`src/rtl/lsu_ctrl_if.sv`:
```
// Data-memory request bus between the load/store controller and memory.
// The controller is the master: it owns req/we/addr/be/wdata.
// Memory answers with ready and, for loads, the read word.
interface lsu_ctrl_if;
    logic        mem_req;
    logic        mem_we;
    logic [31:0] mem_addr;
    logic [3:0]  mem_be;
    logic [31:0] mem_wdata;
    logic        mem_ready;
    logic [31:0] mem_rdata;

    modport master (
        output mem_req, mem_we, mem_addr, mem_be, mem_wdata,
        input  mem_ready, mem_rdata
    );

    modport slave (
        input  mem_req, mem_we, mem_addr, mem_be, mem_wdata,
        output mem_ready, mem_rdata
    );
endinterface

```
`src/rtl/lsu_ctrl.sv`:
```
// Load/store unit controller for the single-cycle RISC-V core.
// Turns the decoder's one-hot memory flags into a req/ready access on the
// data bus, formats store lanes and byte enables, and extends load data.
// The core PC is stalled while an access is being issued or is in flight.
// Optional feature: define LSU_TIMEOUT_EN to abandon a request that stays
// unanswered for TIMEOUT_CYCLES cycles and report it on bus_err.
module lsu_ctrl #(
    parameter int unsigned TIMEOUT_CYCLES = 16
) (
    input  logic               clk,
    input  logic               rst,
    input  logic               sw,
    input  logic               sh,
    input  logic               sb,
    input  logic               lb,
    input  logic               lh,
    input  logic               lw,
    input  logic               lbu,
    input  logic               lhu,
    input  logic [31:0]        addr,
    input  logic [31:0]        store_data,
    output logic               stall,
    output logic [31:0]        load_data,
    output logic               load_valid,
    output logic               misalign,
    output logic               bus_err,
    lsu_ctrl_if.master         mem
);

    // ERR is only ever entered when the timeout feature is built in.
    typedef enum logic [2:0] {IDLE, REQ, DONE, FAULT, ERR} state_t;
    // Enum order doubles as the priority order for illegal multi-flag input.
    typedef enum logic [2:0] {OP_LW, OP_LH, OP_LHU, OP_LB, OP_LBU, OP_SW, OP_SH, OP_SB} op_t;

    if (TIMEOUT_CYCLES < 1 || TIMEOUT_CYCLES > 255) begin : g_timeout_range
        $error("lsu_ctrl: TIMEOUT_CYCLES must be within 1..255");
    end

    state_t      state_q, state_d;
    op_t         op_q, dec_op;
    logic [1:0]  lane_q;
    logic        any_flag;
    logic        dec_misalign;
    logic        dec_we;
    logic [3:0]  dec_be;
    logic [31:0] dec_wdata;
    logic [31:0] fmt_load;
    logic        op_is_load;
    logic        timeout_hit;

    // Decode the flags by priority and precompute alignment, lanes and data.
    always_comb begin
        any_flag     = sw | sh | sb | lb | lh | lw | lbu | lhu;
        dec_op       = OP_LW;
        dec_misalign = 1'b0;
        dec_we       = 1'b0;
        dec_be       = 4'b1111;
        dec_wdata    = store_data;
        if (lw)       dec_op = OP_LW;
        else if (lh)  dec_op = OP_LH;
        else if (lhu) dec_op = OP_LHU;
        else if (lb)  dec_op = OP_LB;
        else if (lbu) dec_op = OP_LBU;
        else if (sw)  dec_op = OP_SW;
        else if (sh)  dec_op = OP_SH;
        else if (sb)  dec_op = OP_SB;
        case (dec_op)
            OP_LW, OP_SW: begin
                dec_misalign = (addr[1:0] != 2'b00);
                dec_be       = 4'b1111;
                dec_wdata    = store_data;
            end
            OP_LH, OP_LHU, OP_SH: begin
                dec_misalign = addr[0];
                dec_be       = addr[1] ? 4'b1100 : 4'b0011;
                dec_wdata    = {2{store_data[15:0]}};
            end
            default: begin
                dec_be    = 4'b0001 << addr[1:0];
                dec_wdata = {4{store_data[7:0]}};
            end
        endcase
        dec_we = (dec_op == OP_SW) || (dec_op == OP_SH) || (dec_op == OP_SB);
    end

    // Select the addressed lane of the returned word and extend it.
    always_comb begin
        logic [7:0]  rd_byte;
        logic [15:0] rd_half;
        rd_byte  = mem.mem_rdata[7:0];
        rd_half  = lane_q[1] ? mem.mem_rdata[31:16] : mem.mem_rdata[15:0];
        case (lane_q)
            2'd1:    rd_byte = mem.mem_rdata[15:8];
            2'd2:    rd_byte = mem.mem_rdata[23:16];
            2'd3:    rd_byte = mem.mem_rdata[31:24];
            default: rd_byte = mem.mem_rdata[7:0];
        endcase
        case (op_q)
            OP_LH:   fmt_load = {{16{rd_half[15]}}, rd_half};
            OP_LHU:  fmt_load = {16'h0000, rd_half};
            OP_LB:   fmt_load = {{24{rd_byte[7]}}, rd_byte};
            OP_LBU:  fmt_load = {24'h000000, rd_byte};
            default: fmt_load = mem.mem_rdata;
        endcase
        op_is_load = (op_q == OP_LW) || (op_q == OP_LH) || (op_q == OP_LHU) ||
                     (op_q == OP_LB) || (op_q == OP_LBU);
    end

`ifdef LSU_TIMEOUT_EN
    localparam logic [7:0] TIMEOUT_LAST = 8'(TIMEOUT_CYCLES - 1);
    logic [7:0] wait_cnt;

    // Count REQ cycles without an answer; cleared while idle so each access starts at zero.
    always_ff @(posedge clk or posedge rst) begin
        if (rst)                                   wait_cnt <= 8'd0;
        else if (state_q != REQ)                   wait_cnt <= 8'd0;
        else if (!mem.mem_ready)                   wait_cnt <= wait_cnt + 8'd1;
    end

    assign timeout_hit = !mem.mem_ready && (wait_cnt == TIMEOUT_LAST);
`else
    assign timeout_hit = 1'b0;
`endif

    // State register; async reset abandons any in-flight request at once.
    always_ff @(posedge clk or posedge rst) begin
        if (rst) state_q <= IDLE;
        else     state_q <= state_d;
    end

    // Next state and the state-decoded handshake/status outputs.
    always_comb begin
        state_d     = state_q;
        stall       = 1'b0;
        mem.mem_req = 1'b0;
        load_valid  = 1'b0;
        misalign    = 1'b0;
        bus_err     = 1'b0;
        case (state_q)
            IDLE: begin
                stall = any_flag;
                if (any_flag) state_d = dec_misalign ? FAULT : REQ;
            end
            REQ: begin
                stall       = 1'b1;
                mem.mem_req = 1'b1;
                if (mem.mem_ready)    state_d = DONE;
                else if (timeout_hit) state_d = ERR;
            end
            DONE: begin
                load_valid = op_is_load;
                state_d    = IDLE;
            end
            FAULT: begin
                misalign = 1'b1;
                state_d  = IDLE;
            end
            ERR: begin
                bus_err = 1'b1;
                state_d = IDLE;
            end
            default: state_d = IDLE;
        endcase
    end

    // Capture the access on issue; bus outputs then stay frozen through REQ.
    always_ff @(posedge clk or posedge rst) begin
        if (rst) begin
            mem.mem_addr  <= 32'h0;
            mem.mem_be    <= 4'h0;
            mem.mem_wdata <= 32'h0;
            mem.mem_we    <= 1'b0;
            op_q          <= OP_LW;
            lane_q        <= 2'b00;
        end else if (state_q == IDLE && any_flag && !dec_misalign) begin
            mem.mem_addr  <= {addr[31:2], 2'b00};
            mem.mem_be    <= dec_be;
            mem.mem_wdata <= dec_wdata;
            mem.mem_we    <= dec_we;
            op_q          <= dec_op;
            lane_q        <= addr[1:0];
        end
    end

    // Register the formatted read word when a load completes; held otherwise.
    always_ff @(posedge clk or posedge rst) begin
        if (rst)                                            load_data <= 32'h0;
        else if (state_q == REQ && mem.mem_ready && op_is_load) load_data <= fmt_load;
    end

endmodule

```
`src/flat_wrapper.sv`:
```
// flat-port wrapper written by rule: the top's interface ports become plain ports
module lsu_ctrl_flat 
#(
    parameter int unsigned TIMEOUT_CYCLES = 16
)
  (clk, rst, sw, sh, sb, lb, lh, lw, lbu, lhu, addr, store_data, stall, load_data, load_valid, misalign, bus_err, mem_mem_req, mem_mem_we, mem_mem_addr, mem_mem_be, mem_mem_wdata, mem_mem_ready, mem_mem_rdata);
  lsu_ctrl_if mem_i ();
  input  logic clk;
  input  logic rst;
  input  logic sw;
  input  logic sh;
  input  logic sb;
  input  logic lb;
  input  logic lh;
  input  logic lw;
  input  logic lbu;
  input  logic lhu;
  input  logic [31:0] addr;
  input  logic [31:0] store_data;
  output logic stall;
  output logic [31:0] load_data;
  output logic load_valid;
  output logic misalign;
  output logic bus_err;
  output wire logic [$bits(mem_i.mem_req)-1:0] mem_mem_req;
  output wire logic [$bits(mem_i.mem_we)-1:0] mem_mem_we;
  output wire logic [$bits(mem_i.mem_addr)-1:0] mem_mem_addr;
  output wire logic [$bits(mem_i.mem_be)-1:0] mem_mem_be;
  output wire logic [$bits(mem_i.mem_wdata)-1:0] mem_mem_wdata;
  input wire logic [$bits(mem_i.mem_ready)-1:0] mem_mem_ready;
  input wire logic [$bits(mem_i.mem_rdata)-1:0] mem_mem_rdata;
  assign mem_mem_req = mem_i.mem_req;
  assign mem_mem_we = mem_i.mem_we;
  assign mem_mem_addr = mem_i.mem_addr;
  assign mem_mem_be = mem_i.mem_be;
  assign mem_mem_wdata = mem_i.mem_wdata;
  assign mem_i.mem_ready = mem_mem_ready;
  assign mem_i.mem_rdata = mem_mem_rdata;
  lsu_ctrl #(.TIMEOUT_CYCLES(TIMEOUT_CYCLES)) u_core (.clk(clk), .rst(rst), .sw(sw), .sh(sh), .sb(sb), .lb(lb), .lh(lh), .lw(lw), .lbu(lbu), .lhu(lhu), .addr(addr), .store_data(store_data), .stall(stall), .load_data(load_data), .load_valid(load_valid), .misalign(misalign), .bus_err(bus_err), .mem(mem_i));
endmodule
```
`config.mk`:
```
export PLATFORM = sky130hd
export DESIGN_NAME = lsu_ctrl_flat
export DESIGN_NICKNAME = d
export VERILOG_FILES = /design/src/rtl/lsu_ctrl_if.sv /design/src/rtl/lsu_ctrl.sv /design/src/flat_wrapper.sv
export SDC_FILE = /design/constraint.sdc
export NUM_CORES = 1
export LEC_CHECK = 0
export CORE_ASPECT_RATIO = 1.4
export CORE_MARGIN = 4
export CORE_UTILIZATION = 45
export CTS_CLUSTER_SIZE = 16
export DETAILED_ROUTE_END_ITERATION = 10
export PLACE_DENSITY = 0.87
export SLEW_MARGIN = 20
export SYNTH_ARGS = -nofsm -noshare
export SYNTH_HDL_FRONTEND = slang
export SYNTH_SLANG_ARGS = --single-unit
```
`constraint.sdc`:
```
create_clock -name clk -period 4.76 [get_ports clk]
set_input_delay 0.952 -clock clk [delete_from_list [all_inputs] [get_ports clk]]
set_output_delay 0.952 -clock clk [all_outputs]
set_load 0.02 [all_outputs]
```
==> impl_metrics.yaml <==
routing:
  drc: 0
  first_pass_iters: 5
  wirelength_um: 16800
  detail_route.iter0.violations: 326
  routedWlPerCell_um: 19.5
  dr_total_vias: 4951
  ant_nets: 0
  via_per_inst: 5.73
sta:
  fin_crit_sh_pct: 78.1
  worst_slew_pin_slew_ps: 1180
  final_hold_viol_count: 0
  fmax_mhz: 269
  fin_skew_ps: 9.38
  min_period_ps: 3720
  max-slew-margin-rel_pct: 21.1
  tns_ps: 0
  rsz0062_at_grt: "no"
  fin_hold_ws_ps: 492
  slew_violations: 0
  setup_viol: 0
cells_and_area:
  most-common-layout-cells: "clkdlybuf4s50_1 (209), dfrtp_1 (106), mux2_4 (42)"
  fin_nets: 815
  fillers: 938
  area.growth.synth_to_final_pct: 43.2
  final_common_cell: "clkdlybuf4s50_1"
  drive_above_1_share_pct: 12.3
global_routing:
  grt_max_degree: 78
  gr-usage-all-layers_pct: 23.4
  overflow: 0
  grt_pass1_wl_um: 26500
  antenna_found_initial: 1
  grt_pass1_vias: 5011
floorplanning:
  coreArea_um2: 12300
  rows: 48
  ioPinCount: 213
  start_util_pct: 45.7
  die_width_um: 102
  dieArea_um2: 14300
  die_y_um: 140
worst_setup_path:
  cp_data_required_time_ps: 3810
  r2r_start: "u_core.lane_q[1]$_DFFE_PP0P_"
  crit_path_end_kind: "primary output"
  arrival_ps: 2770
  cp_max_fo: 14
  setup.worst_path.class: "in2out"
  start_kind: "primary input"
  reg2reg_depth: 5
  crit_start: "lw"
min_path:
  hold_start: "u_core.mem.mem_we$_DFFE_PP0P_"
  hold_path.class: "reg2reg"
  holdPathStages: 1
clocking:
  cts.sinks: 106
  cts_buffers: 9
  ctsRootBufferMaster: "clkbuf_16"
  hold_buffers: 0
  cts_htree_levels: 3
  cts_resized: 0
  cts.clk_slew.worst_paths_ps: 80
  postCtsSetupRepairBufs: 0
  cts_tree: "built"
  cts_buffer_depth: 2
  clkLatencyLatePin_ps: 350
power_and_ir_drop:
  peakVddDrop_mv: 0.424
  p_leak_uw: 0.00336
  power_density_nw_per_um2: 681
synth:
  ys_ff_latch: 106
  yosys.area.top_type: "dfrtp_1"
  synth_area_per_cell_um2: 10.8
  ys.flop_type: "dfrtp_1"
  yosysUniqueCellTypes: 62
  synth_area_leaders: "dfrtp_1 (47%), mux2_4 (11%), o21ai_0 (3.4%), a21oi_1 (3.1%), a222oi_1 (2.9%)"
  synth_top_area_share_pct: 47.3
  seq_area_frac_synth_pct: 47.3
  syn_area_um2: 5600
  async_flop_share_pct: 100
  synth_edf_count: 0
  syn_inst: 519
  synth_warnings: 0
run_status:
  status: "finished clean"
place:
  port-buffer-count: 209
  place_congestion: 0.891
  dp_hpwl_um: 12700
job:
  cap_violations: 0
[synth_stat cells, types with 3 or more instances]
| cell type | instances |
|---|---|
| o21a_1 | 7 |
| nor2_1 | 40 |
| buf_4 | 3 |
| inv_1 | 42 |
| mux2_2 | 10 |
| nor2b_1 | 9 |
| a222oi_1 | 16 |
| a21oi_1 | 35 |
| o21ai_0 | 38 |
| buf_6 | 7 |
| or3_1 | 6 |
| mux2_4 | 42 |
| mux2_1 | 3 |
| a22oi_1 | 10 |
| clkbuf_1 | 23 |
| dfrtp_1 | 106 |
| o22a_1 | 7 |
| nand2_1 | 23 |
| o211ai_1 | 5 |
| buf_2 | 4 |
| mux2i_1 | 9 |
| mux4_2 | 3 |
| a31oi_1 | 10 |
| a211oi_1 | 10 |
[report_power, final]
part	switching (µW)	internal (µW)
sequential	394	1350
combinational	1480	1530
clock	349	363
[path summary, 6_finish.rpt]
path                                                 endpoint  slack [ps]
max                                                     stall        1040
min                             u_core.mem.mem_we$_DFFE_PP0P_         490
max reg2reg                  u_core.load_data[24]$_DFFE_PP0P_        1790
min reg2reg                     u_core.mem.mem_we$_DFFE_PP0P_         490
max in group asynchronous    u_core.load_data[20]$_DFFE_PP0P_        2600
min in group asynchronous  u_core.mem.mem_addr[5]$_DFFE_PP0P_        1180
[through the flow]
| step | total power [µW] | util (%) | instances | setup WS (ps) | cell area, µm² |
|---|---|---|---|---|---|
| floorplan | 3450 | - | 521 | 1020 | 5610 |
| global placement | 4660 | 63.1 | 847 | 1030 | 7740 |
| detailed placement | 4750 | 63.1 | 847 | 1010 | 7740 |
| CTS | 5490 | 65.5 | 863 | 1010 | 8020 |
| global route | 5760 | 65.5 | 864 | 851 | 8030 |
| finish | 5460 | 65.5 | 864 | 1040 | 8030 |
[sequential cells by signal (all words and copies together), names as in the netlist]
| signal | count |
|---|---|
| u_core.load_data | 32 |
| u_core.mem.mem_wdata | 32 |
| u_core.mem.mem_addr | 30 |
| u_core.mem.mem_be | 4 |
| u_core.op_q | 3 |
| u_core.lane_q | 2 |
| u_core.state_q | 2 |
| u_core.mem.mem_we | 1 |
[metal layers]
metal  vias to the layer above  routed length (µm)  global-route usage (%)
met1                      2403                6210                    28.7
met4                         0                 551                    9.05
li1                       2257                   -                       -
met3                        34                1570                    5.88
met2                       257                8500                    39.3
met5                         -                   0                       0
[worst max-delay path, cell delays in order]
cell and delay [ps]:
clkdlybuf4s50_1 400, buf_4 180, nor4_1 510, a31oi_1 160, clkdlybuf4s50_1 560
[cells by family (layout without fill, tap and decap cells)]
| kind of cell | Yosys count | in the layout | synth area share, % |
|---|---|---|---|
| AND/OR/NAND/NOR | 99 | 99 | 8.51 |
| buffers and inverters | 81 | 273 | 6.65 |
| multiplexers | 67 | 67 | 16.7 |
| adder cells (fa/ha/maj) | 2 | 2 | 0.357 |
| other | 1 | 4 | 0.0669 |
| flip-flops | 106 | 106 | 47.3 |
| XOR/XNOR | 2 | 2 | 0.313 |
| AO/OA/AOI/OAI | 161 | 161 | 20.1 |
[area by class of cell]
| type | count | area, µm² | share of cell area (%) |
|---|---|---|---|
| Timing Repair Buffer | 214 | 2140 | 26.7 |
| Inverter | 43 | 164 | 2.04 |
| Antenna cell | 1 | 2.50 | 0.0312 |
| Tap cell | 150 | 188 | 2.34 |
| Clock buffer | 9 | 225 | 2.81 |
| Multi-Input combinational cell | 334 | 2590 | 32.3 |
| Clock inverter | 7 | 61.3 | 0.764 |
| Sequential cell | 106 | 2650 | 33.1 |
(Power assumes the default switching activity.)
